$ cat src/rtl/key_sync_context_bank.sv
// Multi-channel key/sync context store: loads 2*BLOCK_SIZE-byte key+sync words,
// serves one-cycle block reads and advances each channel's sync as a wide counter.
module key_sync_context_bank #(
  parameter int NUM_CH     = 4,
  parameter int CNT_W      = 16,
  parameter int CH_W       = (NUM_CH > 1) ? $clog2(NUM_CH) : 1,
  parameter int BLOCK_SIZE = 16
) (
  input  logic                      clk,
  input  logic                      rst,
  input  logic [16*BLOCK_SIZE-1:0]  key_and_sync_in_data,
  input  logic                      key_and_sync_in_valid,
  output logic                      key_and_sync_in_rdy,
  input  logic                      load_en,
  input  logic [CH_W-1:0]           load_ch,
  input  logic                      blk_req,
  input  logic [CH_W-1:0]           blk_ch,
  input  logic                      blk_advance,
  input  logic [NUM_CH-1:0]         irq_clr,
  output logic [8*BLOCK_SIZE-1:0]   key,
  output logic [8*BLOCK_SIZE-1:0]   sync,
  output logic                      out_vld,
  output logic                      out_err,
  output logic [NUM_CH-1:0]         ctx_vld,
  output logic [NUM_CH-1:0]         irq_status,
  output logic                      sync_overlapse_irq
);

  localparam int BLK_W = 8 * BLOCK_SIZE;

  logic [BLK_W-1:0]  r_key   [NUM_CH];
  logic [BLK_W-1:0]  r_sync  [NUM_CH];
  logic [CNT_W-1:0]  r_cnt   [NUM_CH];
  logic [NUM_CH-1:0] r_ctx_vld;
  logic [NUM_CH-1:0] r_irq;

  logic              r_vld_p1;
  logic              r_err_p1;
  logic [BLK_W-1:0]  r_key_p1;
  logic [BLK_W-1:0]  r_sync_p1;

  logic              w_act;
  logic              w_rd_hit;
  logic [BLK_W-1:0]  w_rd_key;
  logic [BLK_W-1:0]  w_rd_sync;
  logic [NUM_CH-1:0] w_ld;
  logic [NUM_CH-1:0] w_adv;
  logic [NUM_CH-1:0] w_ovf;

  function automatic logic [BLK_W-1:0] sync_inc(input logic [BLK_W-1:0] s);
    return s + BLK_W'(1);
  endfunction

  function automatic logic [CNT_W-1:0] cnt_inc(input logic [CNT_W-1:0] c);
    return c + CNT_W'(1);
  endfunction

  assign key_and_sync_in_rdy = load_en;
  assign w_act               = key_and_sync_in_valid & load_en;

  // Out-of-range channel indices match no slot, so they fall out as discards/errors.
  always_comb begin
    w_ld      = '0;
    w_adv     = '0;
    w_ovf     = '0;
    w_rd_hit  = 1'b0;
    w_rd_key  = '0;
    w_rd_sync = '0;
    for (int i = 0; i < NUM_CH; i++) begin
      w_ld[i]  = w_act && (load_ch == CH_W'(i));
      w_adv[i] = blk_req && blk_advance && (blk_ch == CH_W'(i)) && r_ctx_vld[i];
      w_ovf[i] = w_adv[i] && !w_ld[i] && (r_cnt[i] == '1);
      if (blk_req && (blk_ch == CH_W'(i)) && r_ctx_vld[i]) begin
        w_rd_hit  = 1'b1;
        w_rd_key  = r_key[i];
        w_rd_sync = r_sync[i];
      end
    end
  end

  // Stage p0 -> p1: context update and registered read response
  always_ff @(posedge clk or negedge rst) begin
    if (!rst) begin
      for (int i = 0; i < NUM_CH; i++) begin
        r_key[i]  <= '0;
        r_sync[i] <= '0;
        r_cnt[i]  <= '0;
      end
      r_ctx_vld <= '0;
      r_irq     <= '0;
      r_vld_p1  <= 1'b0;
      r_err_p1  <= 1'b0;
      r_key_p1  <= '0;
      r_sync_p1 <= '0;
    end else begin
      r_vld_p1  <= blk_req;
      r_err_p1  <= blk_req & ~w_rd_hit;
      r_key_p1  <= w_rd_key;
      r_sync_p1 <= w_rd_sync;
      for (int i = 0; i < NUM_CH; i++) begin
        if (w_ld[i]) begin
          r_key[i]     <= key_and_sync_in_data[BLK_W-1:0];
          r_sync[i]    <= key_and_sync_in_data[2*BLK_W-1:BLK_W];
          r_cnt[i]     <= '0;
          r_ctx_vld[i] <= 1'b1;
        end else if (w_adv[i]) begin
          r_sync[i] <= sync_inc(r_sync[i]);
          r_cnt[i]  <= cnt_inc(r_cnt[i]);
        end
        r_irq[i] <= (r_irq[i] & ~irq_clr[i]) | w_ovf[i];
      end
    end
  end

  assign key                = r_key_p1;
  assign sync               = r_sync_p1;
  assign out_vld            = r_vld_p1;
  assign out_err            = r_err_p1;
  assign ctx_vld            = r_ctx_vld;
  assign irq_status         = r_irq;
  assign sync_overlapse_irq = |r_irq;

endmodule

$ cat config.mk
export PLATFORM = sky130hd
export DESIGN_NAME = key_sync_context_bank
export DESIGN_NICKNAME = d
export VERILOG_FILES = /design/src/rtl/key_sync_context_bank.sv
export SDC_FILE = /design/constraint.sdc
export NUM_CORES = 2
export LEC_CHECK = 0
export ABC_CLOCK_PERIOD_IN_PS = 3000
export CAP_MARGIN = 25
export CELL_PAD_IN_SITES_DETAIL_PLACEMENT = 1
export CELL_PAD_IN_SITES_GLOBAL_PLACEMENT = 1
export CORE_MARGIN = 2
export CORE_UTILIZATION = 45
export CTS_CLUSTER_DIAMETER = 30
export DETAILED_ROUTE_END_ITERATION = 10
export PLACE_DENSITY_LB_ADDON = 0.08
export SLEW_MARGIN = 25
export SYNTH_ARGS = -nofsm -noshare
export SYNTH_HDL_FRONTEND = slang
export SYNTH_SLANG_ARGS = --single-unit
$ cat constraint.sdc
create_clock -name clk -period 3 [get_ports clk]
set_input_delay 0.6 -clock clk [delete_from_list [all_inputs] [get_ports clk]]
set_output_delay 0.6 -clock clk [all_outputs]
set_load 0.01 [all_outputs]
# Word-level counts from Yosys, hierarchy flattened

Index checks and enable logic that the tools add are counted.

Register bits after elaboration: 1354
Word-level logic and storage cells: 122
Input bits: 270
Output and inout port bits: 268

Add/sub/neg operators: 8
Multiplexer cells: 28
Reduce and logical (&&, ||, !) cells: 40
Equality and inequality tests: 10
Bitwise logic cells: 15

Operators with widths:

| cell                      | count |
|---|---|
| $mux W128                 | 16 |
| $add A128 B1 Y128 const B | 4 |
| $mux W16                  | 8 |
| $add A16 B1 Y16 const B   | 4 |
| $eq A16 B16 Y1 const B    | 4 |
| $logic_and A1 B1 Y1       | 29 |
| $eq A2 B2 Y1 const B      | 4 |
| $reduce_bool A2 Y1        | 4 |
| $and A1 B1 Y1             | 6 |
| $not A1 Y1                | 5 |
| $eq A2 B1 Y1 const B      | 2 |
| $logic_not A1 Y1          | 4 |
| $logic_not A2 Y1          | 2 |
| $mux W1                   | 4 |
| $or A1 B1 Y1              | 4 |
| $reduce_or A4 Y1          | 1 |

# Longest topological paths before layout

Depth in word-level cells: 9
Depth in mapped cells: 10
Gate-level depth less buffers: 7

# Worst setup path after synthesis

Ideal clock, no wire load.

Path kind: input to register
Start: input blk_ch[1]
End: register r_sync[447] (netlist bit)
Cell stages on the path: 9
Data arrival time: 2600 ps
Buffers on the path: 3
Path slack: 271 ps
Setup time: 129 ps
Data required time: 2871 ps
Path through: buf_2 > nand4bb_1 > clkbuf_1 > or4_1 > clkbuf_1 > or4_4 > nor4_2 > xnor2_1 > o21ai_1

Word-level cells in the longest chain between the ends: 4

RTL lines:

| what                              | line | RTL |
|---|---|---|
| start: declaration                | 17   | `input logic [CH_W-1:0] blk_ch,` |
| $logic_not A2 Y1                  | 71   | `w_adv[i] = blk_req && blk_advance && (blk_ch == CH_W'(i)) && r_ctx_vld[i];` |
| $logic_and A1 B1 Y1 (2 in series) | 71   |  |
| $reduce_bool A2 Y1 (no line)      | --   |  |
| end signal: indexed assignment    | 103  | `r_sync[i] <= key_and_sync_in_data[2*BLK_W-1:BLK_W];` |
| end signal: indexed assignment    | 107  | `r_sync[i] <= sync_inc(r_sync[i]);` |
| end: declaration                  | 32   | `logic [BLK_W-1:0] r_sync [NUM_CH];` |

No other way between the ends.
A chain may end at the register's enable or synchronous reset.

# Worst setup path after layout

Start: register r_sync[420] (netlist bit)
End: register r_sync[487] (netlist bit)

Word-level cells in the longest chain between the ends: 3

RTL lines:

| what              | line | RTL |
|---|---|---|
| $add A128 B1 Y128 | 51   | `return s + BLK_W'(1);` |
| $mux W128         | 106  | `end else if (w_adv[i]) begin` |
| $mux W128         | 101  | `if (w_ld[i]) begin` |

No other way between the ends. The select of a mux whose other input is x is not followed.

==> results.py <==
metrics = {
    "die": {
        "rows": 140,
        "start_util_pct": 45.4,
        "die_x_um": 388,
        "fp.dieH_um": 388,
        "io_pins": 538,
        "die_area_sq_um": 150000,
        "core_sq_um": 146000,
    },
    "cells_and_area": {
        "drive_gt1_share_pct": 16.2,
        "utilization_pct": 63.1,
        "fin_nets": 9230,
        "syn_to_final_growth_pct": 39.0,
        "fin_cells": 11156,
    },
    "yosys": {
        "synth_edf_count": 0,
        "synth_top_family_by_area": "simple AND/OR/NAND/NOR gates",
        "yosys_warnings": 0,
        "synthAdderAreaFrac_pct": 0.151,
        "ys.flop_type": "dfrtp_1",
        "yosysMostFrequentCell": "nand2_1",
        "syn_area_sq_um": 66200,
        "netlist.top_cell.by_area": "dfrtp_1",
        "synthMuxAreaShare_pct": 0.0454,
        "synth_top_area_share_pct": 51.2,
        "syn_inst": 7677,
        "yosys-top-cells-area": "dfrtp_1, nand2_1, xnor2_1",
        "async_reset_ff_share_pct": 100,
        "synth_fp_nets": 7955,
        "synth.avg_cell_area_sq_um": 8.62,
        "synthXorXnorAreaFrac_pct": 7.25,
        "synth_seq_cells": 1354,
        "synth_compound_area_share_pct": 9.97,
        "seq_area_frac_synth_pct": 51.2,
        "ys_types": 51,
        "synthTopCellsByCount": "nand2_1, dfrtp_1, nor2_1",
        "synthSimpleGateAreaFrac_pct": 28.3,
    },
    "critical_path": {
        "crit_type": "reg -> reg",
        "crit_fanout": 8,
        "cp_cell_sequence": "nand4_1, nor4_2, buf_4, nand4b_1, buf_4, nor4_1, buf_4, xnor2_1, o21ai_0",
        "cp_slowest_cell": "dfrtp_1",
        "cpPeakStageDelay_ps": 540,
        "worstPathRequired_ps": 3770,
        "startpoint_type": "flop",
        "critPathArrivalTime_ps": 3820,
        "critPathMostFrequentCell": "buf_4",
        "crit_path_end_kind": "flop",
    },
    "global_routing": {
        "grt_max_degree": 149,
        "grt_pass1_wl_um": 562000,
        "grt_pass1_vias": 79612,
        "grt_antenna_before_repair": 52,
        "grt_util_all_layers_pct": 50.6,
        "grt.overflow.total": 0,
    },
    "clock_network": {
        "path_clk_slew_ps": 50,
        "cts_buffers": 347,
        "worstSkewPairLatency_ps": 960,
        "cts_tree": "yes",
        "cts_sinks": 1354,
        "clockRootBuffer": "clkbuf_16",
        "cts-htree-levels": 5,
        "clockBufferDepth": 4,
    },
    "sta": {
        "slew-limit-headroom_pct": 32.2,
        "worst_pin_slew_ps": 1020,
        "holdWs_ps": 240,
        "setup-tns-final_ps": -62.0,
        "setup_violations": 2,
        "hold_violations": 0,
        "finalCritPeriodShare_pct": 101,
        "period_minus_slack_ps": 3040,
        "fmax_mhz": 329,
        "drv_slew": 0,
        "rsz0062_at_grt": "yes",
        "skew_ps": 89.8,
        "layout_setup_ws_ps": -42.5,
    },
    "status": {
        "violations": "design-rule violations, negative setup slack",
        "status": "finished with violations",
    },
    "placement": {
        "dp.cells": 10512,
        "place_congestion": 1.06,
        "port_buffers": 537,
        "dp_hpwl_um": 249000,
        "place_ws_ps": -505,
    },
    "drt": {
        "vias": 75521,
        "drtAntennaViolNets": 0,
        "viasPerCell": 6.77,
        "dr.pass1.iters": 11,
        "wirelength_um": 388000,
        "wl_per_cell_um": 34.8,
        "drt_iter0_markers": 11630,
        "remaining_drc_errors": 1,
    },
    "min_path": {
        "hold_class": "in -> async",
    },
    "power": {
        "peakVddDrop_v": 0.000649,
        "powerDensity_nw_per_um2": 824,
        "p_leak_nw": 39.4,
    },
    "run": {
        "drv_cap": 0,
    },
}
## critical path: cells and delay by family (launching register included)
kind,cells,cell delay [ps]
AO/OA/AOI/OAI,1,120
flip-flops,1,540
buffers and inverters,3,680
AND/OR/NAND/NOR,4,1480
XOR/XNOR,1,120
## area by class of cell
class	count	area, sq um
diodes	24	60.1
clock buffers	436	9570
clock inverters	176	2420
fillers	16156	53900
inverters	83	315
multi-input cells	5778	30400
flip-flops and latches	1354	33900
well taps	1917	2400
repair buffers	1388	13000
## logic make-up after synthesis
kind of cell             after synthesis
AND/OR/NAND/NOR                     4162
flip-flops                          1354
AO/OA/AOI/OAI                       1057
XOR/XNOR                             548
buffers and inverters                545
adder cells (fa/ha/maj)                8
multiplexers                           3
## flip-flops by register name, summed over array words and instances (netlist names)
name	count
ctx_vld	4
out_err	1
r_sync	512
r_cnt	64
r_key	512
irq_status	4
out_vld	1
sync	128
key	128
## placed cells by master (no fill, tap or decap), types with 37 or more instances in the layout
| cell | instances |
|---|---|
| nand4_1 | 321 |
| nor3_1 | 226 |
| xor2_1 | 121 |
| clkbuf_1 | 37 |
| a222oi_1 | 256 |
| nor2_1 | 652 |
| xnor2_1 | 427 |
| inv_1 | 82 |
| nand3_1 | 271 |
| buf_12 | 96 |
| clkdlybuf4s50_1 | 536 |
| clkbuf_8 | 49 |
| bufinv_16 | 50 |
| clkinv_2 | 50 |
| buf_4 | 754 |
| a21oi_1 | 393 |
| clkbuf_16 | 350 |
| nand2_1 | 2195 |
| o21ai_0 | 386 |
| and3_1 | 50 |
| dfrtp_1 | 1353 |
| nor4_1 | 262 |
## worst paths after layout
check / startpoint / to / slack (ps) / depth (start not counted)
setup / recovery: r_sync[420] / r_sync[487] / -40 / 9
min in group clk: irq_clr[0] / irq_status[0] / 240 / 2
setup reg to reg: r_sync[420] / r_sync[487] / -40 / 9
hold reg to reg: r_key[436] / r_key[436] / 490 / 2
hold / removal: rst / r_sync[22] / 240 / 2
max in group asynchronous: rst / r_key[495] / 1450 / 3
## per-layer routing
metal  vias up  global-route usage, %  routed length [um]
met5         -                      0                 451
met1     37740                   61.4              137000
met3      1949                   15.3               47600
met2      6370                   77.1              171000
li1      29404                      -                   -
met4        58                   35.2               32600
## power breakdown
| group | switching (W) | internal, W |
|---|---|---|
| sequential | 0.00434 | 0.0215 |
| clock | 0.0126 | 0.0267 |
| combinational | 0.00642 | 0.00425 |
## through the flow
step / total power, W / area, sq um
after global placement: 0.0343 / 79800
after CTS: 0.0749 / 91800
final: 0.0758 / 92000
after floorplan: 0.0286 / 66200
after global routing: 0.0772 / 92000
after detailed placement: 0.0349 / 79800
## repair_timing
action                                  CTS  global route
gates resized for setup                   0             9
hold buffers                              1             0
endpoints found under the setup margin    0            15
hold endpoints to repair                 55             0
buffers inserted                          0             7
(Power assumes the default switching activity.)
